**config.mk**
```make
export PLATFORM = sky130hd
export DESIGN_NAME = packetizer_vc_multiflit_flat
export DESIGN_NICKNAME = d
export VERILOG_FILES = /design/src/rtl/packetizer_vc_multiflit_if.sv /design/src/rtl/packetizer_vc_multiflit.sv /design/src/flat_wrapper.sv
export SDC_FILE = /design/constraint.sdc
export NUM_CORES = 1
export LEC_CHECK = 0
export BUFFER_PORTS_ARGS = -buffer_cell sky130_fd_sc_hd__buf_2
export CORE_MARGIN = 2
export CORE_UTILIZATION = 50
export DETAILED_ROUTE_END_ITERATION = 16
export PLACE_DENSITY = 0.8
export SLEW_MARGIN = 20
export SYNTH_ARGS = -nofsm -noshare
export SYNTH_HDL_FRONTEND = slang
export SYNTH_SLANG_ARGS = --single-unit
```
**constraint.sdc**
```tcl
create_clock -name clk -period 3.1 [get_ports clk]
set_input_delay 0.31 -clock clk [delete_from_list [all_inputs] [get_ports clk]]
set_output_delay 0.31 -clock clk [all_outputs]
set_load 0.02 [all_outputs]
```
**src/rtl/packetizer_vc_multiflit_if.sv**
```systemverilog
// Streaming handshake bundle between the user-side source, the packetizer and the NoC router port.
// The slave view belongs to the packetizer; the master view drives its inputs and consumes its flits.
interface packetizer_vc_multiflit_if #(
  parameter int ADDRESS_WIDTH    = 4,
  parameter int VC_ADDRESS_WIDTH = 1,
  parameter int WIDTH_OUT        = 36,
  parameter int NUM_FLITS        = 4,
  parameter int WIDTH_IN         = 124
);
  localparam int LEN_WIDTH = $clog2(NUM_FLITS + 1);

  logic [WIDTH_IN-1:0]         data_in;
  logic                        valid_in;
  logic [ADDRESS_WIDTH-1:0]    dst_in;
  logic [VC_ADDRESS_WIDTH-1:0] vc_in;
  logic [LEN_WIDTH-1:0]        len_in;
  logic                        ready_out;
  logic [WIDTH_OUT-1:0]        data_out;
  logic                        valid_out;
  logic                        ready_in;

  modport slave (
    input  data_in, valid_in, dst_in, vc_in, len_in, ready_in,
    output ready_out, data_out, valid_out
  );

  modport master (
    output data_in, valid_in, dst_in, vc_in, len_in, ready_in,
    input  ready_out, data_out, valid_out
  );
endinterface

```
**src/rtl/packetizer_vc_multiflit.sv**
```systemverilog
// Serialises one wide input word into a head/body/tail NoC packet of up to NUM_FLITS flits,
// with zero-bubble back-to-back packets and full flit backpressure.
module packetizer_vc_multiflit #(
  parameter int ADDRESS_WIDTH    = 4,
  parameter int VC_ADDRESS_WIDTH = 1,
  parameter int WIDTH_OUT        = 36,
  parameter int NUM_FLITS        = 4,
  parameter int WIDTH_IN         = 124
) (
  input logic                      clk,
  input logic                      rst_n,
  packetizer_vc_multiflit_if.slave bus
);
  localparam int BODY_PAYLOAD = WIDTH_OUT - 3 - VC_ADDRESS_WIDTH;
  localparam int HEAD_PAYLOAD = BODY_PAYLOAD - ADDRESS_WIDTH;
  localparam int LEN_WIDTH    = $clog2(NUM_FLITS + 1);
  localparam int PAD_WIDTH    = HEAD_PAYLOAD + (NUM_FLITS - 1) * BODY_PAYLOAD;
  // One spare body slot keeps the body slice in range even for single-flit configurations.
  localparam int EXT_WIDTH    = PAD_WIDTH + BODY_PAYLOAD;

  generate
    if (WIDTH_IN > PAD_WIDTH) begin : g_width_check
      $error("WIDTH_IN exceeds the payload capacity of NUM_FLITS flits");
    end
    if (NUM_FLITS < 1 || NUM_FLITS > 8) begin : g_flits_check
      $error("NUM_FLITS must be in 1..8");
    end
  endgenerate

  typedef enum logic {IDLE, SEND} state_e;

  state_e                      state_q;
  logic                        valid_q;
  logic [LEN_WIDTH-1:0]        flit_idx_q;
  logic [LEN_WIDTH-1:0]        len_q;
  logic [WIDTH_IN-1:0]         data_q;
  logic [ADDRESS_WIDTH-1:0]    dst_q;
  logic [VC_ADDRESS_WIDTH-1:0] vc_q;

  logic [LEN_WIDTH-1:0] len_eff;
  logic                 last_flit;
  logic                 ready;
  logic                 accept;

  // NOTE: every signal assigned in always_comb gets a default first, so no path infers a latch.
  always_comb begin
    len_eff = bus.len_in;
    if (bus.len_in == '0 || bus.len_in > LEN_WIDTH'(NUM_FLITS)) len_eff = LEN_WIDTH'(NUM_FLITS);
  end

  assign last_flit = valid_q && (flit_idx_q == len_q - LEN_WIDTH'(1));
  // The tail handshake frees the capture registers in the same cycle, hence zero bubbles.
  assign ready     = rst_n && (state_q == IDLE || (last_flit && bus.ready_in));
  assign accept    = bus.valid_in && ready;

  // NOTE: sequential state uses non-blocking assignments so every register samples pre-edge values.
  // NOTE: the capture registers are plain flops, so resetting them is cheap and keeps data_out clean.
  always_ff @(posedge clk or negedge rst_n) begin
    if (!rst_n) begin
      state_q    <= IDLE;
      valid_q    <= 1'b0;
      flit_idx_q <= '0;
      len_q      <= '0;
      data_q     <= '0;
      dst_q      <= '0;
      vc_q       <= '0;
    end else if (accept) begin
      state_q    <= SEND;
      valid_q    <= 1'b1;
      flit_idx_q <= '0;
      len_q      <= len_eff;
      data_q     <= bus.data_in;
      dst_q      <= bus.dst_in;
      vc_q       <= bus.vc_in;
    end else if (state_q == SEND && bus.ready_in) begin
      if (last_flit) begin
        state_q <= IDLE;
        valid_q <= 1'b0;
      end else begin
        flit_idx_q <= flit_idx_q + LEN_WIDTH'(1);
      end
    end
  end

  logic [EXT_WIDTH-1:0]    padded;
  logic [BODY_PAYLOAD-1:0] body_payload;
  logic [WIDTH_OUT-1:0]    flit;
  int unsigned             shamt;

  always_comb begin
    padded       = EXT_WIDTH'(data_q);
    shamt        = (flit_idx_q == '0) ? 0
                 : HEAD_PAYLOAD + (int'(flit_idx_q) - 1) * BODY_PAYLOAD;
    body_payload = BODY_PAYLOAD'(padded >> shamt);
    flit         = '0;
    flit[WIDTH_OUT-1] = 1'b1;
    flit[WIDTH_OUT-2] = (flit_idx_q == '0);
    flit[WIDTH_OUT-3] = last_flit;
    flit[WIDTH_OUT-4 -: VC_ADDRESS_WIDTH] = vc_q;
    if (flit_idx_q == '0) begin
      flit[BODY_PAYLOAD-1 -: ADDRESS_WIDTH] = dst_q;
      flit[HEAD_PAYLOAD-1:0]                = padded[HEAD_PAYLOAD-1:0];
    end else begin
      flit[BODY_PAYLOAD-1:0] = body_payload;
    end
  end

  assign bus.ready_out = ready;
  assign bus.valid_out = valid_q;
  assign bus.data_out  = valid_q ? flit : '0;
endmodule
```
**src/flat_wrapper.sv**
```systemverilog
// flat-port wrapper written by rule: the top's interface ports become plain ports
module packetizer_vc_multiflit_flat 
#(
  parameter int ADDRESS_WIDTH    = 4,
  parameter int VC_ADDRESS_WIDTH = 1,
  parameter int WIDTH_OUT        = 36,
  parameter int NUM_FLITS        = 4,
  parameter int WIDTH_IN         = 124
)
  (clk, rst_n, bus_data_in, bus_valid_in, bus_dst_in, bus_vc_in, bus_len_in, bus_ready_in, bus_ready_out, bus_data_out, bus_valid_out);
  packetizer_vc_multiflit_if #(.ADDRESS_WIDTH(ADDRESS_WIDTH), .VC_ADDRESS_WIDTH(VC_ADDRESS_WIDTH), .WIDTH_OUT(WIDTH_OUT), .NUM_FLITS(NUM_FLITS), .WIDTH_IN(WIDTH_IN)) bus_i ();
  input logic clk;
  input logic rst_n;
  input wire logic [$bits(bus_i.data_in)-1:0] bus_data_in;
  input wire logic [$bits(bus_i.valid_in)-1:0] bus_valid_in;
  input wire logic [$bits(bus_i.dst_in)-1:0] bus_dst_in;
  input wire logic [$bits(bus_i.vc_in)-1:0] bus_vc_in;
  input wire logic [$bits(bus_i.len_in)-1:0] bus_len_in;
  input wire logic [$bits(bus_i.ready_in)-1:0] bus_ready_in;
  output wire logic [$bits(bus_i.ready_out)-1:0] bus_ready_out;
  output wire logic [$bits(bus_i.data_out)-1:0] bus_data_out;
  output wire logic [$bits(bus_i.valid_out)-1:0] bus_valid_out;
  assign bus_i.data_in = bus_data_in;
  assign bus_i.valid_in = bus_valid_in;
  assign bus_i.dst_in = bus_dst_in;
  assign bus_i.vc_in = bus_vc_in;
  assign bus_i.len_in = bus_len_in;
  assign bus_i.ready_in = bus_ready_in;
  assign bus_ready_out = bus_i.ready_out;
  assign bus_data_out = bus_i.data_out;
  assign bus_valid_out = bus_i.valid_out;
  packetizer_vc_multiflit #(.ADDRESS_WIDTH(ADDRESS_WIDTH), .VC_ADDRESS_WIDTH(VC_ADDRESS_WIDTH), .WIDTH_OUT(WIDTH_OUT), .NUM_FLITS(NUM_FLITS), .WIDTH_IN(WIDTH_IN)) u_core (.clk(clk), .rst_n(rst_n), .bus(bus_i));
endmodule
```
---- Yosys cells after proc, flatten, opt, wreduce, memory -nomap -nowiden ----
Cells that the tools add are included.
storage, ports and cells
  logic and storage cells ................. 38
  output and inout port bits .............. 38
  register bits after elaboration ......... 136
  input bits .............................. 136
operators by class
  bitwise operators ....................... 1
  multiplexer cells ....................... 10
  order comparisons ....................... 1
  reduce and logical (&&, ||, !) cells .... 13
  shifts and indexed selects .............. 1
  $add $sub $neg .......................... 4
  equality and inequality tests ........... 2
operator list
  operator                                                             count
  124-bit by 32-bit right shift with 32-bit output                     1
  32-bit 2-to-1 mux                                                    2
  36-bit 2-to-1 mux                                                    1
  6-bit by 32-bit adder with 32-bit output (first input constant)      1
  3-bit 2-to-1 mux                                                     4
  3-bit zero test                                                      2
  1-bit logical AND                                                    5
  2-bit AND reduction                                                  2
  2-bit nonzero test                                                   2
  3-bit by 1-bit subtractor with 4-bit output (second input constant)  1
  3-bit by 1-bit adder with 3-bit output (second input constant)       1
  3-bit == test                                                        1
  3-bit > comparator (second input constant)                           1
  1-bit 2-to-1 mux                                                     3
  3-bit by 1-bit subtractor with 3-bit output (second input constant)  1
  1-bit logical OR                                                     2
  2-bit inequality test (second input constant)                        1
  1-bit NOT                                                            1

---- Logic depth before layout (Yosys ltp) ----
Gate-level depths: netlist (run 1).
  depth after elaboration ................. 9
  gate-level depth with buffers ........... 10
  gate-level depth less buffers ........... 7

---- Worst setup path after synthesis (run 1) ----
Ideal clock, no wire load.
  path kind ............................... register to output
  start ................................... register u_core.flit_idx_q[0]
  end ..................................... output bus_data_out[18]
  data required time ...................... 2790 ps
  cell stages (with the launch flop) ...... 10
  setup slack ............................. 161 ps
  buffers on the path ..................... 3
  arrival ................................. 2629 ps
  path through ............................ dfrtp_1 -> clkbuf_1 -> clkbuf_1 -> inv_1 -> ha_1 -> nor2b_1 -> or2_2 -> o31ai_1 -> clkbuf_1 -> o21ai_0
between the ends
  cells in the longest elaborated chain, start to end .. 6
  elaborated cells on any way between the ends .. 7
  those cells by class .................... add/sub: 2; shift: 1; mux: 3; reduce/logical: 1
RTL lines
  element                                           line                            RTL
  start: declaration                                packetizer_vc_multiflit.sv:34   logic [LEN_WIDTH-1:0] flit_idx_q;
  start signal: assignment                          packetizer_vc_multiflit.sv:80   flit_idx_q <= flit_idx_q + LEN_WIDTH'(1);
  3-bit by 1-bit subtractor with 4-bit output       packetizer_vc_multiflit.sv:93   : HEAD_PAYLOAD + (int'(flit_idx_q) - 1) * BODY_PAYLOAD;
  6-bit by 32-bit adder with 32-bit output          packetizer_vc_multiflit.sv:93
  32-bit 2-to-1 mux                                 packetizer_vc_multiflit.sv:92   shamt = (flit_idx_q == '0) ? 0
  124-bit by 32-bit right shift with 32-bit output  packetizer_vc_multiflit.sv:94   body_payload = BODY_PAYLOAD'(padded >> shamt);
  32-bit 2-to-1 mux (*)                             packetizer_vc_multiflit.sv:100  if (flit_idx_q == '0) begin
  36-bit 2-to-1 mux (*)                             packetizer_vc_multiflit.sv:110  assign bus.data_out = valid_q ? flit : '0;
  end: declaration                                  flat_wrapper.sv:21              output wire logic [$bits(bus_i.data_out)-1:0] bus_data_out;
Every way passes the cells marked *; elsewhere a longest branch is shown, timed or not.

---- Worst setup path in the final report (run 1) ----
  start ................................... register u_core.flit_idx_q[1]
  end ..................................... output bus_data_out[19]
The elaborated chain is that of the path after synthesis.

==> impl_metrics.yaml, run 1 <==
status:
  status: "finished clean"
clock_tree:
  root_buffer: "clkbuf_16"
  clkTransAtPathRegs_ns: 0.05
  cts_setup_buffers: 0
  clock_sinks: 136
  cts_tree: "done"
  htreeDepth: 4
  cts_buffer_depth: 2
  numCtsBuffers: 17
  clock_insertion_delay_worst_skew_ns: 0.41
synthesis:
  ys_seq_area_share_pct: 49.6
  syn_nets: 659
  synth_area_um2: 6860
  postSynthAreaPerCell_um2: 13.3
  synth.distinct_cells: 36
  yosys_warnings: 0
  synth_cells: 518
  ys_ff_latch: 136
routing:
  drc_errors: 0
  vias: 4792
  drtIter0Drc: 238
  routed_via_density: 5.45
  routed_wl_um: 16600
  wl_per_cell_um: 18.9
  detail-route-antenna-nets: 0
  dr.pass1.iters: 4
floorplan:
  boundaryPins: 174
  dieArea_um2: 14700
  core_um2: 13300
  die_height_um: 121
  initial_core_util_pct: 51.4
  die_w_um: 121
  rows: 42
placed_design:
  dp_hpwl_um: 11600
  place_congestion: 0.862
  dpl-instance-area_um2: 7750
  dp_cells: 845
  post-place-ws_ns: 0.290
  port_buffers: 173
sta:
  tightest_slew_ns: 0.878
  skew_ns: 0.00810
  finalCritPeriodShare_pct: 93.8
  hold_viol_final: 0
  fmax_mhz: 344
  period_needed_ns: 2.91
  relSlewSlack_pct: 41.4
  setup_viol_count_final: 0
  fin_ws_ns: 0.191
  drv_slew: 0
  finalSetupTns_ns: 0
worst_hold_path:
  worstHoldPathCells: 2
  hold_class: "in -> reg"
  min_from: "bus_data_in[65]"
  min_to: "u_core.data_q[65]"
global_route:
  grt_util_all_layers_pct: 23.9
  antenna_found_initial: 5
  grt_pass1_vias: 5192
  grt_max_degree: 71
  grt_overflow_total: 0
  grt_pass1_wl_um: 26500
critical_path:
  cp_data_arrival_time_ns: 2.60
  crit_fanout: 26
  r2r_cells: 7
  crit_path_end_kind: "output port"
  cp_data_required_time_ns: 2.79
  regToRegSetupSlack_ns: 0.44
  timing_worst_setup_path_type: "reg -> out"
  startpoint_type: "register"
  r2r-start: "u_core.len_q[0]"
  r2r_end: "u_core.data_q[75]"
cells_and_area:
  layout_common_cells: "buf_2 (172), dfrtp_1 (135), mux2_4 (101)"
  fin_cells: 879
  multi_input_area_um2: 3110
  final_layout_size_suffix_gt1_share_pct: 48.9
  nNetsFinal: 829
  final_common_cell: "buf_2"
  stdcell_area_um2: 8330
  syn_to_final_growth_pct: 21.4
  regArea_um2: 3400
  final.fill_count: 1071
power_and_ir_drop:
  ir_worst_vdd_v: 0.000568
  p_per_area_nw_per_um2: 1230
  p_leak_nw: 4.03
  power_mw: 10.2
job:
  cap_violations: 0
worst max path at each step:
stage | startpoint | endpoint | depth (start not counted)
6_report | u_core.flit_idx_q[1] | bus_data_out[19] | 8
5_1_grt | u_core.flit_idx_q[0] | bus_data_out[4] | 8
4_1_cts | u_core.flit_idx_q[0] | bus_data_out[4] | 7
3_5_place_dp | u_core.flit_idx_q[1] | bus_data_out[13] | 8
3_3_place_gp | u_core.flit_idx_q[0] | bus_data_out[4] | 8
2_1_floorplan | u_core.flit_idx_q[0] | bus_data_out[18] | 9
where the power goes:
group / switching (mW) / leakage (nW) / internal (mW) / total, mW
Clock: 0.698 / 0.267 / 1.21 / 1.91
Combinational: 2.58 / 2.13 / 2.46 / 5.04
Sequential: 0.589 / 1.64 / 2.69 / 3.28
metrics by stage:
stage                     hold WS (ns)  utilization, %
after global routing            0.0996            62.4
after floorplan                 0.0144               -
after detailed placement         0.480            58.0
after global placement           0.467            58.0
final                            0.111            62.4
after CTS                       0.0992            62.2
what timing repair did:
item,in CTS,in global routing
hold buffers,0,0
setup endpoints to repair,18,28
gates resized for setup,3,6
layout make-up:
class / instances / area share [%]
Antenna cell: 5 / 0.150
Clock buffer: 25 / 5.71
Clock inverter: 4 / 0.841
Inverter: 8 / 0.360
Multi-Input combinational cell: 338 / 37.4
Sequential cell: 136 / 40.9
Tap cell: 176 / 2.64
Timing Repair Buffer: 187 / 12.1
state kept, by name, summed over array words and instances (netlist names):
name,cells
u_core.data_q,124
u_core.dst_q,4
u_core.flit_idx_q,3
u_core.len_q,3
u_core.bus.valid_out,1
u_core.vc_q,1
per-layer routing:
layer,vias up,share of wire [%],GRT usage (%)
li1,2187,-,-
met1,2396,41,29.0
met2,174,49,39.3
met3,35,6.5,7.28
met4,0,3.5,10.8
met5,-,0,0
cell usage after synthesis, drive strengths merged:
cell / n / area (um^2)
or2: 2 / 12.5
o41ai: 1 / 16.3
o211ai: 1 / 7.51
nor4: 1 / 6.26
dfrtp: 136 / 3400
a31oi: 2 / 12.5
xnor2: 3 / 26.3
o31a: 1 / 8.76
nand3: 17 / 85.1
buf: 20 / 284
a211oi: 2 / 15.0
a22o: 17 / 149
nor2: 9 / 33.8
nand3b: 2 / 15.0
mux2i: 17 / 170
o21ai: 55 / 275
mux2: 129 / 1830
and2: 3 / 18.8
a21oi: 8 / 40.0
and2b: 1 / 8.76
o221ai: 6 / 52.6
nor2b: 1 / 6.26
and3: 1 / 6.26
clkbuf: 16 / 60.1
xor3: 1 / 23.8
ha: 5 / 62.6
o31ai: 1 / 7.51
nand2: 49 / 184
nor3: 3 / 15.0
inv: 8 / 30.0
cells by family after synthesis:
group | after synthesis | synth area share, %
flops | 136 | 49.6
simple gates | 89 | 5.71
buf+inv | 44 | 5.45
compound gates | 94 | 8.51
fa+ha+maj | 5 | 0.911
mux | 146 | 29.1
xor+xnor | 4 | 0.729
worst max-delay path, stage by stage, from the launching register on:
cell	delay [ns]
dfrtp_2	0.47
inv_1	0.10
ha_1	0.26
nor2b_2	0.28
and2_1	0.45
buf_12	0.25
nand2_1	0.06
o21ai_0	0.10
buf_2	0.21
Power figures use the tool's default switching activity.
==> run 2: changes to the inputs <==
- GPL_TIMING_DRIVEN: unset -> 0
==> impl_metrics.yaml, run 2 (same netlist as run 1, synthesis figures left out) <==
routing:
  vias: 5044
  wl_per_cell_um: 20.4
  routed_via_density: 5.56
  drtIter0Drc: 334
  detail-route-antenna-nets: 0
  dr.pass1.iters: 5
  drc_errors: 0
  routed_wl_um: 18500
sta:
  finalCritPeriodShare_pct: 97.5
  tightest_slew_ns: 0.578
  fmax_mhz: 331
  drv_slew: 0
  relSlewSlack_pct: 61.5
  setup_viol_count_final: 0
  hold_viol_final: 0
  skew_ns: 0.00539
  period_needed_ns: 3.02
critical_path:
  startpoint_type: "register"
  r2r_cells: 8
  timing_worst_setup_path_type: "reg -> out"
  regToRegSetupSlack_ns: 0.41
  cp_data_required_time_ns: 2.79
  worstPathCellList: "clkbuf_8, clkbuf_8, inv_2, ha_4, nor2b_4, or2_4, o31a_1, buf_4, a22o_1, buf_2"
  r2r-start: "u_core.len_q[0]"
  crit_fanout: 10
  slowest_stage: "dfrtp_1"
  cp_common_cell: "clkbuf_8"
  crit_path_end_kind: "output port"
  cp_data_arrival_time_ns: 2.71
  r2r_end: "u_core.data_q[61]"
  cpPeakStageDelay_ns: 0.39
  worstSetupStartpoint: "u_core.flit_idx_q[0]"
cells_and_area:
  utilization_pct: 66.0
  reg_top3: "u_core.data_q x124, u_core.dst_q x4"
  final_common_cell: "buf_2"
  nNetsFinal: 858
  syn_to_final_growth_pct: 28.3
  final_layout_size_suffix_gt1_share_pct: 52.1
  layout_common_cells: "buf_2 (173), dfrtp_1 (136), mux2_4 (101)"
  stdcell_area_um2: 8810
  largest_reg_flops: 124
  fin_cells: 908
  top_register: "u_core.data_q"
floorplan:
  initial_core_util_pct: 51.4
  rows: 42
  die_height_um: 121
  dieArea_um2: 14700
  core_um2: 13300
  die_w_um: 121
  boundaryPins: 174
power_and_ir_drop:
  ir_worst_vdd_v: 0.000590
  p_leak_nw: 4.24
  seqPwrFrac_pct: 29.5
  p_per_area_nw_per_um2: 1250
  sw_frac_of_total_pct: 38.7
  p_sw_mw: 4.26
  internal_power_mw: 6.76
  p_comb_share_pct: 51.6
  pwr-share-clk_pct: 18.8
worst_hold_path:
  min_from: "bus_data_in[64]"
  hold_class: "in -> reg"
  min_to: "u_core.data_q[64]"
  worstHoldPathCells: 2
clock_tree:
  clock_sinks: 136
  clock_insertion_delay_worst_skew_ns: 0.42
  cts_tree: "done"
  numCtsBuffers: 17
  clkTransAtPathRegs_ns: 0.06
  htreeDepth: 4
  cts_buffer_depth: 2
  root_buffer: "clkbuf_16"
placed_design:
  place_congestion: 0.858
  dp_cells: 868
  dpl-instance-area_um2: 7990
  port_buffers: 173
  dp_hpwl_um: 12900
global_route:
  grt_util_all_layers_pct: 26.1
  grt_max_degree: 75
  grt_overflow_total: 0
  grt_pass1_wl_um: 28500
  antenna_found_initial: 3
  grt_pass1_vias: 5221
status:
  status: "finished clean"
job:
  cap_violations: 0
-- run 2: cell types whose count changed in the layout (fill, tap and decap cells not counted), moves of 3 or more --
cell,previous run,this run
diode_2,5,2
clkinvlp_4,0,4
clkbuf_4,0,7
buf_12,2,11
clkbuf_2,0,3
clkbuf_1,6,1
-- run 2: power groups by stage --
stage                     Sequential (mW)  Clock, mW  Combinational [mW]
after floorplan                      3.05          0                3.86
after global placement               3.17          0                5.01
after detailed placement             3.23          0                5.19
after CTS                            3.23       2.09                5.59
after global routing                 3.34       2.19                6.05
final                                3.25       2.08                5.69
-- run 2: worst max path at each step --
stage,depth (start not counted),slack [ns],endpoint
5_1_grt,10,-0.004,bus_data_out[16]
6_report,10,0.08,bus_data_out[8]
2_1_floorplan,9,0.16,bus_data_out[18]
4_1_cts,10,0.01,bus_data_out[1]
3_5_place_dp,10,-0.86,bus_data_out[21]
3_3_place_gp,6,-1.09,u_core.data_q[62]
-- run 2: cell type report --
type	instances	area, um^2
Antenna cell	2	5.00
Buffer	35	427
Clock buffer	17	425
Clock inverter	15	178
Fill cell	977	4540
Inverter	8	30.0
Multi-Input combinational cell	338	3160
Sequential cell	136	3400
Tap cell	176	220
Timing Repair Buffer	181	958
-- run 2: what timing repair did --
item | 4_1_cts | 5_1_grt
hold buffers | 1 | 0
pin swaps | 2 | 3
endpoints found under the hold margin | 64 | 0
endpoints found under the setup margin | 33 | 30
gates resized for setup | 49 | 5
setup buffers | 5 | 1
-- run 2: layer usage --
layer,vias to the layer above,routed length [um],track usage (%),part of all wire (%)
li1,2251,-,-,-
met1,2532,7780,33.6,42
met2,215,9140,43.1,49
met3,46,1030,5.59,5.5
met4,0,591,10.4,3.2
met5,-,0,0,0
-- run 2: worst max-delay path: cells and delay by family (launching register included) --
family	cells	cell delay [ns]
buffers and inverters	5	0.73
AO/OA/AOI/OAI	2	0.53
AND/OR/NAND/NOR	2	0.44
flip-flops	1	0.39
adder cells (fa/ha/maj)	1	0.20
-- run 2: metrics by stage --
stage / worst slack (ns) / total power [mW] / hold WS, ns / setup TNS [ns]
2_1_floorplan: 0.161 / 6.92 / 0.0144 / 0
3_3_place_gp: -1.09 / 8.19 / 0.466 / -160.35
3_5_place_dp: -0.863 / 8.43 / 0.285 / -21.69
4_1_cts: 0.0140 / 10.9 / 0.0933 / 0
5_1_grt: -0.00386 / 11.6 / 0.0943 / -0.00648
6_report: 0.0777 / 11.0 / 0.109 / 0
